[config.mk]
export PLATFORM = sky130hd
export DESIGN_NAME = operand_fetch_flat
export DESIGN_NICKNAME = d
export VERILOG_FILES = /design/src/rtl/operand_fetch_if.sv /design/src/rtl/operand_fetch.sv /design/src/flat_wrapper.sv
export SDC_FILE = /design/constraint.sdc
export NUM_CORES = 2
export LEC_CHECK = 0
export BUFFER_PORTS_ARGS = -buffer_cell sky130_fd_sc_hd__buf_2
export CAP_MARGIN = 20
export CORE_MARGIN = 2
export CORE_UTILIZATION = 35
export DETAILED_ROUTE_END_ITERATION = 10
export PLACE_DENSITY = 0.48
export SYNTH_ARGS = -nofsm -noshare
export SYNTH_HDL_FRONTEND = slang
export SYNTH_SLANG_ARGS = --single-unit
[constraint.sdc]
create_clock -name clk -period 102.1 [get_ports clk]
set_clock_uncertainty 0.15 [all_clocks]
set_input_delay 10.21 -clock clk [delete_from_list [all_inputs] [get_ports clk]]
set_output_delay 10.21 -clock clk [all_outputs]
set_load 0.01 [all_outputs]
[src/rtl/operand_fetch_if.sv]
// Operand-fetch bus: write-back port, two source read ports, and the issue
// handshake from decode.
//   master (decode/write-back side): drives write-back, read indices, issue fields
//   slave  (operand_fetch):          returns operand data, stall and pending count
interface operand_fetch_if;
    logic        regWrite;
    logic [4:0]  writeReg;
    logic [31:0] writeData;
    logic [4:0]  readReg1;
    logic [4:0]  readReg2;
    logic        issueValid;
    logic        issueWrites;
    logic [4:0]  issueDest;
    logic [31:0] readData1;
    logic [31:0] readData2;
    logic        stall;
    logic [5:0]  pendingCount;

    modport master (
        output regWrite, writeReg, writeData, readReg1, readReg2,
               issueValid, issueWrites, issueDest,
        input  readData1, readData2, stall, pendingCount
    );

    modport slave (
        input  regWrite, writeReg, writeData, readReg1, readReg2,
               issueValid, issueWrites, issueDest,
        output readData1, readData2, stall, pendingCount
    );
endinterface

[src/rtl/operand_fetch.sv]
// Operand fetch: 32x32 register file with write-back bypass plus a busy-bit
// scoreboard that stalls issue on RAW/WAW hazards.
//   clk  - rising-edge clock
//   rst  - asynchronous active-high reset (clears registers, busy bits, count)
//   bus  - operand_fetch_if.slave: write-back, read ports, issue handshake,
//          readData1/2, stall, pendingCount
module operand_fetch (
    input  logic            clk,
    input  logic            rst,
    operand_fetch_if.slave  bus
);
    logic [31:0] regs_q [32];
    logic [31:0] busy_q, busy_d;
    logic [5:0]  pending_q, pending_d;

    logic wr_en, issue_en, set_en, accept;
    logic haz1, haz2, haz_waw, stall_c;
    logic inc, dec;

    // Inputs are ignored while reset is held.
    assign wr_en    = !rst && bus.regWrite && (bus.writeReg != 5'd0);
    assign issue_en = !rst && bus.issueValid;

    // Read ports with same-cycle write-back bypass.
    always_comb begin
        bus.readData1 = '0;
        if (!rst && bus.readReg1 != 5'd0) begin
            if (wr_en && bus.writeReg == bus.readReg1) bus.readData1 = bus.writeData;
            else                                       bus.readData1 = regs_q[bus.readReg1];
        end
    end

    always_comb begin
        bus.readData2 = '0;
        if (!rst && bus.readReg2 != 5'd0) begin
            if (wr_en && bus.writeReg == bus.readReg2) bus.readData2 = bus.writeData;
            else                                       bus.readData2 = regs_q[bus.readReg2];
        end
    end

    // A busy register being written back this cycle no longer blocks issue.
    assign haz1 = (bus.readReg1 != 5'd0) && busy_q[bus.readReg1] &&
                  !(wr_en && bus.writeReg == bus.readReg1);
    assign haz2 = (bus.readReg2 != 5'd0) && busy_q[bus.readReg2] &&
                  !(wr_en && bus.writeReg == bus.readReg2);
    assign haz_waw = bus.issueWrites && (bus.issueDest != 5'd0) && busy_q[bus.issueDest] &&
                     !(wr_en && bus.writeReg == bus.issueDest);

    assign stall_c   = issue_en && (haz1 || haz2 || haz_waw);
    assign bus.stall = stall_c;
    assign accept    = issue_en && !stall_c;
    assign set_en    = accept && bus.issueWrites && (bus.issueDest != 5'd0);

    // Set is applied after clear so a same-index set/clear leaves the bit busy.
    always_comb begin
        busy_d = busy_q;
        if (wr_en)  busy_d[bus.writeReg]  = 1'b0;
        if (set_en) busy_d[bus.issueDest] = 1'b1;
        busy_d[0] = 1'b0;
    end

    // Count only real bit transitions: set on an already-busy bit or clear of an
    // idle bit leaves the count alone.
    assign inc = set_en && !busy_q[bus.issueDest];
    assign dec = wr_en && busy_q[bus.writeReg] &&
                 !(set_en && bus.issueDest == bus.writeReg);
    assign pending_d = pending_q + {5'd0, inc} - {5'd0, dec};

    assign bus.pendingCount = pending_q;

    always_ff @(posedge clk or posedge rst) begin
        if (rst) begin
            for (int i = 0; i < 32; i++) regs_q[i] <= '0;
            busy_q    <= '0;
            pending_q <= '0;
        end else begin
            if (wr_en) regs_q[bus.writeReg] <= bus.writeData;
            busy_q    <= busy_d;
            pending_q <= pending_d;
        end
    end
endmodule

[src/flat_wrapper.sv]
// flat-port wrapper written by rule: the top's interface ports become plain ports
module operand_fetch_flat 
  (clk, rst, bus_regWrite, bus_writeReg, bus_writeData, bus_readReg1, bus_readReg2, bus_issueValid, bus_issueWrites, bus_issueDest, bus_readData1, bus_readData2, bus_stall, bus_pendingCount);
  operand_fetch_if bus_i ();
  input  logic clk;
  input  logic rst;
  input wire logic [$bits(bus_i.regWrite)-1:0] bus_regWrite;
  input wire logic [$bits(bus_i.writeReg)-1:0] bus_writeReg;
  input wire logic [$bits(bus_i.writeData)-1:0] bus_writeData;
  input wire logic [$bits(bus_i.readReg1)-1:0] bus_readReg1;
  input wire logic [$bits(bus_i.readReg2)-1:0] bus_readReg2;
  input wire logic [$bits(bus_i.issueValid)-1:0] bus_issueValid;
  input wire logic [$bits(bus_i.issueWrites)-1:0] bus_issueWrites;
  input wire logic [$bits(bus_i.issueDest)-1:0] bus_issueDest;
  output wire logic [$bits(bus_i.readData1)-1:0] bus_readData1;
  output wire logic [$bits(bus_i.readData2)-1:0] bus_readData2;
  output wire logic [$bits(bus_i.stall)-1:0] bus_stall;
  output wire logic [$bits(bus_i.pendingCount)-1:0] bus_pendingCount;
  assign bus_i.regWrite = bus_regWrite;
  assign bus_i.writeReg = bus_writeReg;
  assign bus_i.writeData = bus_writeData;
  assign bus_i.readReg1 = bus_readReg1;
  assign bus_i.readReg2 = bus_readReg2;
  assign bus_i.issueValid = bus_issueValid;
  assign bus_i.issueWrites = bus_issueWrites;
  assign bus_i.issueDest = bus_issueDest;
  assign bus_readData1 = bus_i.readData1;
  assign bus_readData2 = bus_i.readData2;
  assign bus_stall = bus_i.stall;
  assign bus_pendingCount = bus_i.pendingCount;
  operand_fetch u_core (.clk(clk), .rst(rst), .bus(bus_i));
endmodule
=== Word-level counts from Yosys, hierarchy flattened ===
Index checks and enable logic that the tools add are counted.

* Add/subtract/negate cells: 2
* Order comparisons: 10
* Equal/unequal tests: 4
* Multiplexer cells: 27
* Bitwise operators: 6
* Reductions and logical operators: 39

{| class="wikitable"
|+ Operators by type and width
! cell !! number
|-
| bitwise mux 1024 bit || 1
|-
| 2-to-1 mux 32 bit || 11
|-
| binary-select mux 32 bit (select 5 bit) || 2
|-
| demux 32 bit (select 5 bit) || 1
|-
| AND 32 bit || 1
|-
| NOT 32 bit || 1
|-
| OR 32 bit || 1
|-
| logical AND 1 bit || 26
|-
| < comparator 5 x 6 -> 1 bit, second input constant || 4
|-
| binary-select mux 1 bit (select 5 bit) || 4
|-
| equality test 5 bit || 4
|-
| nonzero test 5 bit || 4
|-
| greater-or-equal comparator 6 bit, second input constant || 3
|-
| NOT 5 -> 6 bit || 3
|-
| demux 1 bit (select 5 bit) || 2
|-
| greater-or-equal comparator 5 x 1 -> 1 bit, second input constant || 2
|-
| zero test 1 bit || 7
|-
| adder 6 x 1 -> 6 bit || 1
|-
| < comparator 6 x 1 -> 1 bit, second input constant || 1
|-
| 2-to-1 mux 1 bit || 6
|-
| subtractor 6 x 1 -> 6 bit || 1
|-
| logical OR 1 bit || 2
|}

* Flip-flop bits (word level): 1061
* Bits of input ports: 57
* Output and inout bits: 71
* Word-level logic and storage cells: 122

=== Logic depth before layout (Yosys ltp) ===
* Depth after elaboration: 17
* Mapped depth: 18
* Gate-level depth less buffers: 15

=== Worst setup path after synthesis ===
OpenSTA, ideal clock, no wires.

* Kind: in2out
* From: input rst
* To: output bus_readData1[0]
* Arrival time: 37307 ps
* Data required time: 91740 ps
* Slack: 54433 ps
* Cell stages on the path: 3
* Path buffers: 0
* Cell sequence: inv_1 > o21ai_1 > a21oi_1

* Cells in the longest elaborated chain, start to end: 6
* Elaborated cells between the ends (all ways): 7
* Those cells by class: mux: 2; reduce/logical: 5

{| class="wikitable"
|+ Ends and longest elaborated chain
! element !! RTL line !! source
|-
| start, declared || flat_wrapper.sv:6 || <nowiki>input logic rst;</nowiki>
|-
| zero test 1 bit * || operand_fetch.sv:21, operand_fetch.sv:27 ||
|-
| logical AND 1 bit (2 in a row) || operand_fetch.sv:21 || <nowiki>assign wr_en = !rst && bus.regWrite && (bus.writeReg != 5'd0);</nowiki>
|-
| logical AND 1 bit || operand_fetch.sv:28 || <nowiki>if (wr_en && bus.writeReg == bus.readReg1) bus.readData1 = bus.writeData;</nowiki>
|-
| 2-to-1 mux 32 bit || operand_fetch.sv:28 ||
|-
| 2-to-1 mux 32 bit * || operand_fetch.sv:27 || <nowiki>if (!rst && bus.readReg1 != 5'd0) begin</nowiki>
|-
| end, declared || flat_wrapper.sv:15 || <nowiki>output wire logic [$bits(bus_i.readData1)-1:0] bus_readData1;</nowiki>
|}

Every way passes the cells marked *; elsewhere a longest branch is shown, timed or not.

=== Worst setup path after layout ===
* From: input bus_readReg1[0]
* To: output bus_readData1[9]

* Cells in the longest elaborated chain, start to end: 6
* Elaborated cells between the ends (all ways): 10
* Those cells by class: eq/ne: 1; mux: 5; bitwise: 1; reduce/logical: 3

{| class="wikitable"
|+ Ends and longest elaborated chain
! element !! RTL line !! source
|-
| start, declared || flat_wrapper.sv:10 || <nowiki>input wire logic [$bits(bus_i.readReg1)-1:0] bus_readReg1;</nowiki>
|-
| NOT 5 -> 6 bit (implied by the code) || operand_fetch.sv:29 || <nowiki>else bus.readData1 = regs_q[bus.readReg1];</nowiki>
|-
| binary-select mux 32 bit (select 5 bit) || operand_fetch.sv:29 ||
|-
| 2-to-1 mux 32 bit (implied by the code) (2 in a row) || operand_fetch.sv:29 ||
|-
| 2-to-1 mux 32 bit || operand_fetch.sv:28 ||
|-
| 2-to-1 mux 32 bit * || operand_fetch.sv:27 ||
|}

Every way passes the cells marked *; elsewhere a longest branch is shown, timed or not. The select of a mux whose other input is x is not followed.

==> implementation parameters <==
Parameter                              Value

Outcome
  Outcome ... finished, final reports clean

Floorplanning
  I/O pin total ... 128
  Die Height ... 412 µm
  Initial Util ... 0.353
  Die Width ... 412 µm
  Die area ... roughly 170000 µm²
  Core Box Area ... about 160000 µm²
  Placement Rows ... 149

Placement
  Placement-stage worst setup slack ... 76.71 ns
  Area after DPL ... roughly 61000 µm²
  Number of port buffers ... 127
  DP HPWL ... about 110 mm
  Last weighted congestion value of the routability-driven placer ... 0.784

Setup path
  Type of the worst setup path ... in -> out
  Critical Path Start Type ... input port
  Required arrival time at the worst endpoint ... 91.74 ns
  Critical Path AT ... ~15 ns
  Capturing element type of the critical path ... output pin
  Crit-path max FO ... 90

Hold path
  Class of the tightest hold or removal check ... reg -> reg

Clock network
  # hold bufs at CTS ... 0
  CTS clock-pin slew for the worst setup and hold paths ... 0.06 ns
  CTS Buf Count ... roughly 130
  Number of buffers on the longest clock path ... 3
  Clock Sink Count ... ~1100
  Post CTS Setup Buffer Count ... 0
  # H-tree levels ... 4
  Worst skew pair latency ... 0.77 ns
  Root Buffer ... clkbuf_16
  Count of instances resized after the clock tree is built ... 0
  Clock tree from TritonCTS ... done

Synthesis
  Distinct cell type count after synthesis ... between 60 and 70
  Syn Nets ... 4206
  Syn_area_per_cell ... 14.1 µm²
  Total standard cell area after synthesis ... between 50000 and 60000 µm²
  Share of flip-flops with an asynchronous set or reset after synthesis ... 1.00
  Number of synthesized flops with an enable pin ... 0
  Count of warnings emitted by yosys ... 0
  Number of instances in the synthesized netlist ... between 4000 and 5000
  Flop and latch count out of synthesis ... 1061
  Commonest register cell after synthesis ... dfrtp_1
  Sequential share of the synthesized area ... 0.456

Power and ir drop
  Leakage ... approximately 29 nW
  Pwr Total ... 1.19 mW
  Flop pwr share ... 0.434
  Share of total power in the clock network ... 0.394
  Power spent charging and discharging nets ... 323 µW
  Switching Share ... 0.272
  Max rail drop VDD ... 0.0133 mV
  Internal power contribution ... 868 µW
  Comb power frac ... 0.172
  Pwr dens ... roughly 18 nW/µm²

Final layout
  Area of the multi-input gates ... about 30000 µm²
  Final nets ... 4100
  Area taken by flip-flops and latches ... 26600 µm²
  Ratio of cells with drive above 1 in the final layout ... 0.461
  Layout overhead on the synthesized area ... 12.1%
  Filler Cells Inserted ... 15400
  Post-route standard cell area excluding fillers ... 65200 µm²

GRT
  Vias in the first global route ... around 39000
  Global-route usage over all layers ... 0.248
  Final global-route overflow total ... 0
  Wire length of the first global-routing pass ... between 300 and 400 mm
  Antenna violations before repair ... 11
  Pin count of the biggest net entering global routing ... 144

STA
  Fin crit period ... 25.34 ns
  Setup repair after global routing missed its margin ... false
  Post-layout worst setup margin ... 76.76 ns
  Worst rel slew slack ... 0.217
  Max Transition Viols Final ... 0
  Worst Tran Pin Value ... 1.17 ns
  Max Fclk ... roughly 39 MHz
  Post-route setup TNS ... 0 ns
  Fin Hold WS ... 0.245 ns
  Fin crit share ... 0.248
  Number of setup violations in the final report ... 0
  Hold violation total from the final report ... 0

Job
  Max_cap viols ... 0

Detailed routing
  Total via count in the routed design ... 38300
  Routed WL per cell ... 33.2 µm
  Detailed Route Iter0 Violations ... 3297
  Antenna viol nets, final ... 0
  Post-Route WL ... 210 mm
  Number of DRC violations after detailed routing ... 0
  Drt via density ... roughly 6.1
  Initial DRT Pass Iterations ... 5
## per-layer routing
metal / track usage / wire length (µm) / vias up / share of wire
met4: 0.0702 / 5670 / 2 / 0.027
met3: 0.0360 / 10500 / 294 / 0.050
li1: - / - / 15800 / -
met1: 0.342 / 92500 / 21100 / 0.44
met5: 0 / 16 / - / 0.000076
met2: 0.404 / 101000 / 1146 / 0.48
## worst paths after layout
kind	startpoint	endpoint	slack, ns	depth (start not counted)
hold reg to reg	u_core.regs_q[1020]	u_core.regs_q[1020]	0.24	0
hold / removal	u_core.regs_q[1020]	u_core.regs_q[1020]	0.24	0
max in group asynchronous	rst	u_core.regs_q[528]	89.33	5
min in group asynchronous	rst	u_core.busy_q[26]	9.43	2
setup / recovery	bus_readReg1[0]	bus_readData1[9]	76.76	10
setup reg to reg	u_core.busy_q[7]	u_core.bus.pendingCount[4]	97.89	16
## Yosys cell counts (3+ instances only)
cell type | number | share of area
buf_4 | 5 | 0.00065
a22oi_1 | 87 | 0.011
dfrtp_1 | 1061 | 0.46
nand3b_1 | 3 | 0.00039
clkbuf_1 | 308 | 0.020
nor2_1 | 106 | 0.0068
buf_6 | 3 | 0.00058
mux4_2 | 441 | 0.17
nor3_1 | 26 | 0.0022
buf_2 | 88 | 0.0076
ha_1 | 6 | 0.0013
nand2_1 | 113 | 0.0073
a221oi_1 | 136 | 0.020
nor2b_1 | 6 | 0.00065
nand3_1 | 31 | 0.0027
inv_1 | 27 | 0.0017
mux2i_1 | 346 | 0.060
o211ai_1 | 84 | 0.011
a21oi_1 | 32 | 0.0028
mux2_2 | 993 | 0.19
xnor2_1 | 10 | 0.0015
or3_1 | 11 | 0.0012
nand2_2 | 4 | 0.00043
xor2_1 | 10 | 0.0015
o31ai_1 | 10 | 0.0013
buf_1 | 59 | 0.0038
o22ai_1 | 15 | 0.0016
o21ai_0 | 73 | 0.0063
nand2b_1 | 7 | 0.00075
## stage by stage
step	utilization	std cells
after global routing	0.395	6318
after detailed placement	0.369	6086
after global placement	0.369	6085
final	0.395	6320
after floorplan	-	4142
after CTS	0.395	6312
## registers in the layout, summed over array words and instances (netlist names)
signal                   flops
u_core.regs_q             1024
u_core.busy_q               31
u_core.bus.pendingCount      6
## cells by family after synthesis
| family | share of synthesized area |
|---|---|
| compound gates | 0.0580 |
| buf+inv | 0.0344 |
| fa+ha+maj | 0.00163 |
| xor+xnor | 0.00301 |
| mux | 0.422 |
| flops | 0.456 |
| simple gates | 0.0245 |
## critical path, cell delays in order
cell     delay [ns]
buf_8          0.61
buf_4          0.76
buf_12         0.64
buf_4          0.74
mux4_2         0.36
a22oi_1        0.08
o21ai_0        0.14
o21ai_0        0.13
o21ai_0        0.86
buf_2          0.28
## power by group through the flow
stage | Clock (mW) | Sequential [mW] | Combinational (mW)
floorplan | 0 | 0.511 | 0.157
global placement | 0 | 0.521 | 0.202
detailed placement | 0 | 0.523 | 0.205
CTS | 0.481 | 0.515 | 0.206
global route | 0.497 | 0.524 | 0.221
finish | 0.470 | 0.517 | 0.205
## placed cells by master, fill, tap and decap left out, drive strengths merged, types with 15 or more instances in the layout
cell,count
clkinv,20
inv,28
mux4,441
o211ai,84
a221oi,136
buf,222
nand3,31
clkbuf,202
nand2,117
o22ai,15
o21ai,75
nor2,106
dfrtp,1061
a22oi,87
nor3,26
a21oi,32
mux2,993
mux2i,346
## area by class of cell
class                      count  share of cell area
sequential                  1061               0.407
multi-input combinational   2588               0.459
tap                         2189              0.0420
clock inverter                26             0.00416
timing repair buffer         224              0.0241
inverter                      29             0.00182
clock buffer                 200              0.0615
antenna                        3            0.000115
(Power assumes the default switching activity.)
